$ cat config.mk
export PLATFORM = sky130hd
export DESIGN_NAME = count_sequencer
export DESIGN_NICKNAME = d
export VERILOG_FILES = /design/src/rtl/count_seq_pkg.sv /design/src/rtl/count_seq_tick.sv /design/src/rtl/count_sequencer.sv
export SDC_FILE = /design/constraint.sdc
export NUM_CORES = 1
export LEC_CHECK = 0
export CAP_MARGIN = 20
export CORE_MARGIN = 10
export CORE_UTILIZATION = 48
export CTS_CLUSTER_DIAMETER = 100
export CTS_CLUSTER_SIZE = 8
export DETAILED_ROUTE_END_ITERATION = 10
export PLACE_DENSITY_LB_ADDON = 0.2
export SYNTH_ARGS = -nofsm -noshare
export SYNTH_HDL_FRONTEND = slang
export SYNTH_SLANG_ARGS = --single-unit
$ cat constraint.sdc
create_clock -name clock -period 2 [get_ports clock]
set_input_delay 0.4 -clock clock [delete_from_list [all_inputs] [get_ports clock]]
set_output_delay 0.4 -clock clock [all_outputs]
set_load 0.02 [all_outputs]
$ cat src/rtl/count_seq_pkg.sv
// count_seq_pkg: shared state encoding and limits for the count sequencer.
package count_seq_pkg;

  typedef enum logic [2:0] {
    S_IDLE   = 3'd0,
    S_LOAD   = 3'd1,
    S_SETTLE = 3'd2,
    S_RUN    = 3'd3,
    S_DONE   = 3'd4
  } state_t;

  // Largest legal prescale; the prescaler register is sized to hold DIV_MAX-1.
  localparam int DIV_MAX   = 255;
  localparam int PRE_W     = 8;
  localparam int W_DEFAULT = 4;

endpackage

$ cat src/rtl/count_seq_tick.sv
// count_seq_tick: prescaler for the decrement strobe.
// Counts 0..DIV-1 while enabled and flags the last count as a tick.
module count_seq_tick
  import count_seq_pkg::*;
#(
  parameter int DIV = 1
) (
  input  logic clock,
  input  logic reset_n,
  input  logic clear,
  input  logic enable,
  output logic tick
);

  localparam logic [PRE_W-1:0] LAST = PRE_W'(DIV - 1);

  logic [PRE_W-1:0] pre_q;

  assign tick = enable && (pre_q == LAST);

  // Prescaler: cleared before RUN, wraps to 0 on each tick.
  always_ff @(posedge clock or negedge reset_n) begin
    if (!reset_n) begin
      pre_q <= '0;
    end else if (clear) begin
      pre_q <= '0;
    end else if (enable) begin
      pre_q <= tick ? '0 : pre_q + 1'b1;
    end
  end

endmodule

$ cat src/rtl/count_sequencer.sv
// count_sequencer: drives the load/decrement side of a down-counter.
// Optional count check enabled with `define COUNT_SEQ_CHECK_EN.
//
// state  | meaning
// IDLE   | waiting for start
// LOAD   | latch strobe, counter takes cnt_in
// SETTLE | counter holds the load value; zero decides RUN or DONE
// RUN    | prescaled dec pulses until zero
// DONE   | one-cycle completion pulse
module count_sequencer
  import count_seq_pkg::*;
#(
  parameter int W   = W_DEFAULT,
  parameter int DIV = 1
) (
  input  logic         clock,
  input  logic         reset_n,
  input  logic         start,
  input  logic [W-1:0] load_val,
  input  logic         abort,
  input  logic         zero,
  output logic         latch,
  output logic [W-1:0] cnt_in,
  output logic         dec,
  output logic         busy,
  output logic         done,
  output logic         err
);

  state_t       state;
  state_t       state_nx;
  logic [W-1:0] val_q;
  logic         tick;

  count_seq_tick #(.DIV(DIV)) u_tick (
    .clock   (clock),
    .reset_n (reset_n),
    .clear   (state == S_SETTLE),
    .enable  (state == S_RUN),
    .tick    (tick)
  );

  // Combinational so no decrement goes out in a cycle where zero is already high.
  assign dec    = (state == S_RUN) && tick && !zero && !abort;
  assign cnt_in = val_q;

  // Next-state decode; abort returns to IDLE from any busy state.
  always_comb begin
    state_nx = state;
    case (state)
      S_IDLE:   if (start && !abort) state_nx = S_LOAD;
      S_LOAD:   state_nx = abort ? S_IDLE : S_SETTLE;
      S_SETTLE: state_nx = abort ? S_IDLE : (zero ? S_DONE : S_RUN);
      S_RUN:    state_nx = abort ? S_IDLE : (zero ? S_DONE : S_RUN);
      S_DONE:   state_nx = S_IDLE;
      default:  state_nx = S_IDLE;
    endcase
  end

  // State, captured load value and registered strobes.
  always_ff @(posedge clock or negedge reset_n) begin
    if (!reset_n) begin
      state <= S_IDLE;
      val_q <= '0;
      latch <= 1'b0;
      busy  <= 1'b0;
      done  <= 1'b0;
    end else begin
      state <= state_nx;
      latch <= (state_nx == S_LOAD);
      busy  <= (state_nx != S_IDLE);
      done  <= (state_nx == S_DONE);
      if (state == S_IDLE && state_nx == S_LOAD) val_q <= load_val;
    end
  end

`ifdef COUNT_SEQ_CHECK_EN
  logic [W:0] step_q;

  // Step counter: number of dec pulses issued since the last load.
  always_ff @(posedge clock or negedge reset_n) begin
    if (!reset_n) begin
      step_q <= '0;
    end else if (state == S_LOAD) begin
      step_q <= '0;
    end else if (dec) begin
      step_q <= step_q + 1'b1;
    end
  end

  assign err = (state == S_DONE) && (step_q != {1'b0, val_q});
`else
  assign err = 1'b0;
`endif

endmodule

==> results of run 1 <==
## routing by layer
| metal | wire length, µm | share of wire (%) | vias to the layer above |
|---|---|---|---|
| met5 | 0 | 0 | - |
| met4 | 27 | 1.4 | 0 |
| met3 | 91 | 4.6 | 4 |
| met2 | 969 | 50 | 19 |
| met1 | 868 | 44 | 334 |
| li1 | - | - | 341 |
## cell type report
cell class,instances,area [µm²],area share (%)
Sequential cell,18,452,36.1
Multi-Input combinational cell,50,405,32.4
Timing Repair Buffer,36,308,24.6
Clock buffer,4,36.3,2.90
Tap cell,25,31.3,2.50
Inverter,5,18.8,1.50
## what timing repair did
item	in CTS	in global routing
gates resized for setup	6	8
endpoints found under the setup margin	1	1
pin swaps	0	3
buffers inserted	0	5
## worst paths after layout
kind	cells past startpoint	to	startpoint	slack [ns]
worst max-delay path	6	dec	u_tick.pre_q[1]	-0.008
worst max register to register	9	u_tick.pre_q[6]	u_tick.pre_q[0]	0.24
worst min register to register	1	cnt_in[1]	cnt_in[1]	0.51
max in group asynchronous	2	u_tick.pre_q[7]	reset_n	1.37
worst min-delay path	2	u_tick.pre_q[3]	reset_n	0.43
min in group clock	1	cnt_in[1]	cnt_in[1]	0.51
## state kept, by name (all words and copies together) (netlist names)
register / cells
busy: 1
cnt_in: 4
done: 1
latch: 1
state: 3
u_tick.pre_q: 8
## critical path, cell delays in order (launching register included)
cell	delay, ns
dfrtp_1	0.40
inv_2	0.09
ha_4	0.13
nor3b_4	0.19
nand2_1	0.09
nor4_2	0.22
buf_4	0.18
## kinds of logic (layout without fill, tap and decap cells)
family	after synthesis	after routing
adder cells (fa/ha/maj)	2	2
flip-flops	18	18
XOR/XNOR	3	3
AO/OA/AOI/OAI	13	13
AND/OR/NAND/NOR	26	26
buffers and inverters	7	45
other	1	1
multiplexers	5	5
## layout by cell type (no fill, tap or decap)
cell              n
a211oi_2          1
o21ai_2           1
a41oi_1           1
nand2_1           7
buf_4            21
nand3b_1          2
nor2_1            3
a31oi_1           2
dfrtp_2           1
nor3b_4           1
dfrtp_1          17
nand2b_1          1
xnor2_1           1
nand3_1           5
clkbuf_4          3
a2111oi_0         1
nor2b_1           1
clkdlybuf4s50_1  15
a211o_1           1
clkbuf_8          1
inv_1             3
nor4_2            1
ha_1              1
mux2_4            1
nor4_4            1
and3_1            2
xor2_1            2
a21oi_1           1
conb_1            1
mux2_2            4
and3_2            1
ha_4              1
a22o_2            3
nor3_2            1
o21ai_0           2
inv_2             2
## where the power goes
group / internal, mW / switching [mW]
Sequential: 0.397 / 0.0157
Clock: 0.111 / 0.111
Combinational: 0.0961 / 0.0898
Total: 0.604 / 0.216
==> summary.md, run 1 <==
| Metric | Value |
|---|---|
| PwrDens | 656 nW/µm² |
| Async SR Flop Fraction | 100% |
| Crit Path Max Fanout | 2 |
| Clock Sinks | 18 |
| Post-route ant nets | 0 |
| Worst setup SP type | flip-flop |
| Root Buffer Master | clkbuf_4 |
| Layout cells sized above 1 | between 30 and 40% |
| GRT Resource Usage Total | between 10% and 20% |
| CTS buffer count | 3 |
| Worst skew pair latency | 0.29 ns |
| Chip Height | approximately 62 µm |
| Synth warnings | 0 |
| Vias in the first global route | 699 |
| Post-synth top area cell | dfrtp_1 |
| Post-Place Worst Slack | -0.242 ns |
| Post-synthesis xor/xnor area fraction | 3.04% |
| IO Count | 18 |
| Setup violations, final | 1 |
| Synth top area cells | dfrtp_1 (52%), mux2_2 (5.2%), a22o_2 (3.5%), nand2_1 (3.0%), ha_1 (2.9%) |
| TritonCTS clock tree | built |
| Pleak | 0.602 nW |
| Cells after Synth | 75 |
| GR Layer Usage met2 | 16.4% |
| Synth Flop Type | dfrtp_1 |
| Worst VDD drop | between 0.0006 and 0.0007 V |
| Post-DR vias/cell | 5.06 |
| RSZ-0062 raised after global routing | yes |
| Mux contribution to synthesized area | 6.96% |
| Failing checks | setup timing |
| Post-Syn Area | between 800 and 900 µm² |
| Wire length per cell | 14.2 µm |
| Hold WC Path Type | primary input to async pin |
| Largest net degree at the start of global routing | 19 |
| Final WS setup | -0.00835 ns |
| DRC viols | 0 |
| Max Clock Skew | just under 0.002 ns |
| Worst Setup End Kind | output pin |
| Period utilisation layout | 100% |
| Pwr Total | 820 µW |
| Most frequent cells after synthesis | dfrtp_1 (18), nand2_1 (7), inv_1 (5), nand3_1 (5), mux2_2 (4) |
| Global placement routability congestion | 0.838 |
| Post-synth cell types | 31 |
| Adder-Cell Fraction of Synth Area | 2.90% |
| Via Count | 698 |
| FILL cells | 122 |
| Crit Path Class | flip-flop to output pin |
| MaxCap Viol Count | 0 |
| NumNets Final | 125 |
| Final std cells w/o fill | 138 |
| Data required, critical path | 1.60 ns |
| Detailed placement HPWL | 1410 µm |
| Setup tns final | -0.00835 ns |
| Core Region | 1710 µm² |
| First-pass GRT wire length | approximately 3300 µm |
| Avg Inst Size Synth | 11.5 µm² |
| Post-synth EDFFs | 0 |
| Cell with the most instances after synthesis | dfrtp_1 |
| Hold Fails Final Rpt | 0 |
| Worst slew pin tran | 0.547 ns |
| Fin util | 73.3% |
| Status | finished with violations |
| CP arrival | about 1.6 ns |
| PortBufs | 16 |
| Reg clk slew, reported paths | 0.10 ns |
| Maximum clock path buffer count | 2 |
| Share of the synthesized area in the top cell type | 52.2% |
| GRT Max-Usage Layer | met2 |
| GRT met3 Usage | under 10% |
| Initial core utilization | about half |
| Max Clk Rate | 0.498 GHz |
| # hold bufs at CTS | 0 |
| Worst rel slew slack | about 63% |
| Minimum clock period after layout | 2.01 ns |
| Post-synthesis simple-gate area fraction | 18.0% |
| Sequential area share after synthesis | 52.2% |
| H-tree Lvls | 1 |
| Met1 Resource Use GR | 12.6% |
| 1st-iter DRT viols | 24 |
| Antenna violations before repair | 0 |
| DRT Wirelength | 1960 µm |
| Largest family of logic cells by synthesized area | simple AND/OR/NAND/NOR gates |
| Gr ovfl total | 0 |
| Die area | just under 4000 µm² |
| Placed cell count | 129 |
| Synth-to-Final Area Change | 44.9% |
| Rows | 15 |
| ANT cells | 0 |
| Count of pins over their slew limit | 0 |
| Syn_nets | 86 |
| DP Area | approximately 1100 µm² |
| Die W | between 60 and 70 µm |
| #FFs+latches synth | 18 |
| WHS | 0.428 ns |
| Final instance area | 1250 µm² |
| Synth Area in Compound Gates | 12.2% |
| Initial DRT Pass Iterations | 4 |
Note: power is estimated with default switching activity, not from simulation.
==> run 2, diff against run 1 <==
Settings changed: CORE_MARGIN 10 to default, SLEW_MARGIN from default to 20.
==> summary.md, run 2 (same netlist as run 1, synthesis figures left out) <==
| Metric | Value |
|---|---|
| Status | complete, no violations |
| Die W | 44.4 µm (-29%) |
| PortBufs | 16 (unchanged) |
| Post-route ant nets | 0 (unchanged) |
| Wire length per cell | 14.8 µm (+4.7%) |
| Setup slack, reg-to-reg | 0.32 ns (+0.08 ns) |
| Max Clk Rate | 0.512 GHz (+2.8%) |
| Crit Path Class | flip-flop to output pin |
| R2R Path Start | u_tick.pre_q[0] |
| Net Switching | 224 µW (+3.6%) |
| Maximum clock path buffer count | 2 (unchanged) |
| Max Clock Skew | 0.00520 ns (+0.00324 ns) |
| Hold Fails Final Rpt | 0 (unchanged) |
| IO Count | 18 (unchanged) |
| Synth-to-Final Area Change | 39.7% |
| Reg power frac | 49.7% (-0.6 points) |
| Worst reg-to-reg path cell count | 8 (-1) |
| Commonest non-fill, non-tap cell in the layout | dfrtp_1 |
| NumNets Final | 121 (-3.2%) |
| Hold WC Path Type | primary input to async pin |
| Largest register FFs | 8 (unchanged) |
| Initial core utilization | 54.2% (+3.6 points) |
| DRC viols | 0 (unchanged) |
| Worst skew pair latency | 0.30 ns (about the same) |
| Comb pwr share | 23.3% (+0.6 points) |
| Chip Height | 44.4 µm (-29%) |
| Reg2reg end | u_tick.pre_q[6] |
| Post-Place Worst Slack | -0.274 ns (-0.0315 ns) |
| DRT Wirelength | 1970 µm (+0.87%) |
| GRT Resource Usage Total | 23.5% (+13 points) |
| Core Region | 1590 µm² (-6.7%) |
| Via Count | 693 (-0.72%) |
| Data required, critical path | 1.60 ns (about the same) |
| Global placement routability congestion | 0.878 (+4.8%) |
| Sw Ratio | 27.0% (+0.61 points) |
| RSZ-0062 raised after global routing | yes |
| Period utilisation layout | 97.7% (-2.7 points) |
| Most frequent cells in the layout | dfrtp_1 (18), buf_4 (17), clkdlybuf4s50_1 (15) |
| Largest net degree at the start of global routing | 19 (unchanged) |
| Clk pwr share | 27.0% (about the same) |
| Pleak | 0.586 nW (-2.8%) |
| Post-CTS Setup Inserts | 0 (unchanged) |
| CTS buffer count | 3 (unchanged) |
| H-tree Lvls | 1 (unchanged) |
| Vias in the first global route | 677 (-3.1%) |
| Setup violations, final | 0 (-1) |
| Antenna violations before repair | 0 (unchanged) |
| Metal3 WL | 45 µm (-51%) |
| Clock Sinks | 18 (unchanged) |
| Highest metal used | met4 |
| Worst VDD drop | 0.000548 V (-17%) |
| DR WL met2 | 1020 µm (+5.0%) |
| CP arrival | 1.55 ns (-0.06 ns) |
| Detailed placement HPWL | 1340 µm (-4.5%) |
| Count of pins over their slew limit | 0 (unchanged) |
| Worst rel slew slack | 62.9% (+0.29 points) |
| Worst slew pin tran | 0.543 ns (-0.00418 ns) |
| ANT cells | 0 (unchanged) |
| Die area | 1970 µm² (-49%) |
| Worst setup SP type | flip-flop |
| Worst Setup End Kind | output pin |
| Total internal power | 607 µW (+0.43%) |
| MaxCap Viol Count | 0 (unchanged) |
| First-pass GRT wire length | 3120 µm (-4.4%) |
| Rows | 14 (-1) |
| Reg clk slew, reported paths | 0.10 ns (about the same) |
| Root Buffer Master | clkbuf_4 |
| Gr ovfl total | 0 (unchanged) |
| Placed cell count | 129 (unchanged) |
| Met1 wire length | 842 µm (-3.0%) |
| Post-DR vias/cell | 5.21 (+3.0%) |
| Initial DRT Pass Iterations | 4 (unchanged) |
| Reg with most FFs | u_tick.pre_q |
| Final std cells w/o fill | 133 (-3.6%) |
| Layout cells sized above 1 | 33.0% (-5.9 points) |
| Final WS setup | 0.0460 ns (+0.0544 ns) |
| 1st-iter DRT viols | 12 (-50%) |
| TritonCTS clock tree | built |
| Minimum clock period after layout | 1.95 ns (-0.0544 ns) |
| PwrDens | 689 nW/µm² (+5.1%) |
| Crit Path Max Fanout | 2 (unchanged) |
[run 2: cell types whose count changed in the layout (fill, tap and decap cells not counted), sizes merged]
cell  previous run  this run
buf             21        17
[run 2: power by group through the flow]
stage          Clock (mW)  Sequential (mW)  Combinational (mW)
2_1_floorplan           0            0.456              0.0477
3_3_place_gp            0            0.417               0.188
3_5_place_dp            0            0.421               0.193
4_1_cts             0.229            0.413               0.194
5_1_grt             0.244            0.417               0.206
6_report            0.224            0.413               0.194
[run 2: how the worst max path moves through the flow]
stage	from	to	slack, ns	cells past startpoint
after floorplan	u_tick.pre_q[0]	dec	0.02	5
after global placement	abort	dec	-0.27	5
after detailed placement	abort	dec	-0.27	5
after CTS	u_tick.pre_q[3]	dec	0.04	4
after global routing	u_tick.pre_q[1]	dec	-0.07	6
final	u_tick.pre_q[0]	dec	0.05	6
[run 2: worst max-delay path, cell delays in order, from the launching register on]
cell and delay (ns):
dfrtp_1 0.38, inv_1 0.07, ha_1 0.16, nor3b_4 0.21, nand2_1 0.09, nor4_2 0.16, buf_4 0.18
[run 2: cell type report]
| class | count | area, µm² |
|---|---|---|
| Sequential cell | 18 | 450 |
| Multi-Input combinational cell | 50 | 393 |
| Fill cell | 115 | 388 |
| Timing Repair Buffer | 32 | 278 |
| Clock buffer | 4 | 36.3 |
| Tap cell | 24 | 30.0 |
| Inverter | 5 | 18.8 |
[run 2: routing by layer]
layer  vias up  global-route usage, %
met5         -                      0
met4         0                   18.8
met3         6                   4.08
met2        14                   38.5
met1       341                   26.8
li1        332                      -
[run 2: timing repair]
action / CTS / global route
hold buffers: 0 / 0
cloned: 0 / 0
endpoints found under the setup margin: 1 / 1
pin swaps: 0 / 0
resized for setup: 6 / 3
[run 2: metrics by stage]
stage	hold slack (ns)	utilization (%)	power [mW]	TNS (ns)	cell area [µm²]
global route	0.450	75.7	0.867	-0.0656	1210
floorplan	0.104	-	0.504	0	863
global placement	0.488	72.4	0.605	-0.266	1150
detailed placement	0.493	72.4	0.613	-0.274	1150
finish	0.422	75.7	0.831	0	1210
CTS	0.428	74.7	0.836	0	1190
==> run 3, diff against run 2 <==
Settings changed: REMOVE_ABC_BUFFERS from default to 1.
==> summary.md, run 3 (same netlist as run 1, synthesis figures left out) <==
| Metric | Value |
|---|---|
| Reg clk slew, reported paths | 0.10 ns (about the same) |
| TritonCTS clock tree | built |
| R2R Path Start | u_tick.pre_q[0] |
| CP Cell Sequence | inv_2, ha_1, nor3b_4, nand2_1, nor4_2, buf_4 |
| Crit Path Class | flip-flop to output pin |
| FILL cells | 117 (+1.7%) |
| Initial core utilization | 54.2% (unchanged) |
| Post-DR vias/cell | 5.35 (+2.7%) |
| DRC viols | 0 (unchanged) |
| Setup tns final | 0 ns (unchanged) |
| Reg area | 450 µm² (unchanged) |
| Status | complete, no violations |
| CP arrival | 1.55 ns (about the same) |
| Worst VDD drop | 0.000560 V (+2.1%) |
| Final instance area | 1230 µm² (+1.9%) |
| DRT Wirelength | 1910 µm (-3.0%) |
| Setup violations, final | 0 (unchanged) |
| DP Area | 1180 µm² (+2.0%) |
| # hold bufs at CTS | 0 (unchanged) |
| Hold Fails Final Rpt | 0 (unchanged) |
| Crit path from | u_tick.pre_q[0] |
| Vias in the first global route | 719 (+6.2%) |
| Hold WC Path Type | primary input to async pin |
| Die W | 44.4 µm (unchanged) |
| Commonest non-fill, non-tap cell in the layout | buf_4 |
| Largest register FFs | 8 (unchanged) |
| Worst rel slew slack | 49.9% (-13 points) |
| ANT cells | 0 (unchanged) |
| Data required, critical path | 1.60 ns (about the same) |
| Minimum clock period after layout | 1.95 ns (-0.00677 ns) |
| Final std cells w/o fill | 136 (+2.3%) |
| Root Buffer Master | clkbuf_4 |
| Gr ovfl total | 0 (unchanged) |
| Pleak | 0.601 nW (+2.6%) |
| Post-route ant nets | 0 (unchanged) |
| Worst path slowest cell | dfrtp_1 |
| Clock Sinks | 18 (unchanged) |
| Worst slew pin tran | 0.733 ns (+0.190 ns) |
| Max Clock Skew | 0.000898 ns (-0.00430 ns) |
| Placed cell count | 132 (+2.3%) |
| Crit Path Max Fanout | 2 (unchanged) |
| Die area | 1970 µm² (unchanged) |
| Wire length per cell | 14.1 µm (-5.2%) |
| Worst Setup End Kind | output pin |
| Count of pins over their slew limit | 0 (unchanged) |
| Setup slack, reg-to-reg | 0.13 ns (-0.19 ns) |
| Rows | 14 (unchanged) |
| NumNets Final | 124 (+2.5%) |
| Antenna violations before repair | 0 (unchanged) |
| Reg with most FFs | u_tick.pre_q |
| CTS buffer count | 3 (unchanged) |
| Largest net degree at the start of global routing | 19 (unchanged) |
| MaxCap Viol Count | 0 (unchanged) |
| Global placement routability congestion | 0.805 (-8.4%) |
| PortBufs | 16 (unchanged) |
| RSZ-0062 raised after global routing | yes |
| H-tree Lvls | 1 (unchanged) |
| Synth-to-Final Area Change | 42.3% |
| Worst path max stage delay | 0.40 ns (+0.02 ns) |
| Max Clk Rate | 0.514 GHz (+0.35%) |
| Pwr Total | 835 µW (+0.50%) |
| Detailed placement HPWL | 1370 µm (+1.6%) |
| First-pass GRT wire length | 3020 µm (-3.1%) |
| Layout cells sized above 1 | 36.6% (+3.6 points) |
| Worst setup SP type | flip-flop |
| PwrDens | 680 nW/µm² (-1.3%) |
| 1st-iter DRT viols | 11 (-1) |
| GRT Resource Usage Total | 21.5% (-2.0 points) |
| Via Count | 728 (+5.1%) |
| IO Count | 18 (unchanged) |
| Worst skew pair latency | 0.30 ns (about the same) |
| Maximum clock path buffer count | 2 (unchanged) |
| Most frequent cells in the layout | buf_4 (20), dfrtp_1 (18), clkdlybuf4s50_1 (15) |
| Area of the multi-input gates | 393 µm² (unchanged) |
| Chip Height | 44.4 µm (unchanged) |
| Initial DRT Pass Iterations | 4 (unchanged) |
| Core Region | 1590 µm² (unchanged) |
| Period utilisation layout | 97.4% (-0.34 points) |
==> run 3: report_power, final <==
part / switching, mW / leakage, nW / total [mW] / internal [mW]
Clock: 0.117 / 0.0210 / 0.228 / 0.111
Sequential: 0.0138 / 0.239 / 0.411 / 0.397
Combinational: 0.0934 / 0.341 / 0.196 / 0.102
==> run 3: worst paths after layout <==
check | cells after the start | endpoint
min reg2reg | 1 | cnt_in[1]
max reg2reg | 8 | u_tick.pre_q[2]
min | 2 | u_tick.pre_q[7]
max in group asynchronous | 2 | cnt_in[2]
min in group clock | 1 | cnt_in[1]
max | 6 | dec
==> run 3: layout make-up <==
class                   instances  share of cell area, %
clock buffers                   4                   2.95
well taps                      24                   2.44
repair buffers                 35                   24.4
flip-flops and latches         18                   36.7
multi-input cells              50                   32.0
inverters                       5                   1.53
==> run 3: metrics by stage <==
step	setup slack, ns	hold WS [ns]	util [%]
floorplan	0.0178	0.104	-
global placement	-0.275	0.486	73.9
detailed placement	-0.249	0.493	73.9
CTS	-0.0359	0.424	76.5
global route	-0.0446	0.439	77.1
finish	0.0528	0.417	77.1
==> run 3: timing repair <==
| item | 4_1_cts | 5_1_grt |
|---|---|---|
| setup buffers | 0 | 0 |
| setup endpoints to repair | 1 | 2 |
| pin swaps | 0 | 0 |
| gates resized for setup | 7 | 4 |
| gates cloned | 0 | 0 |
| endpoints found under the hold margin | 0 | 0 |
==> run 3: per-layer routing <==
metal	vias up	GRT usage, %	share of wire [%]
li1	340	-	-
met1	369	26.4	44
met2	16	35.6	52
met3	3	6.12	3.2
met4	0	8.48	0.63
met5	-	0	0
==> run 3: critical path: cells and delay by family (launching register included) <==
| family | cells | cell delay, ns |
|---|---|---|
| fa+ha+maj | 1 | 0.15 |
| flops | 1 | 0.40 |
| simple gates | 3 | 0.45 |
| buf+inv | 2 | 0.26 |
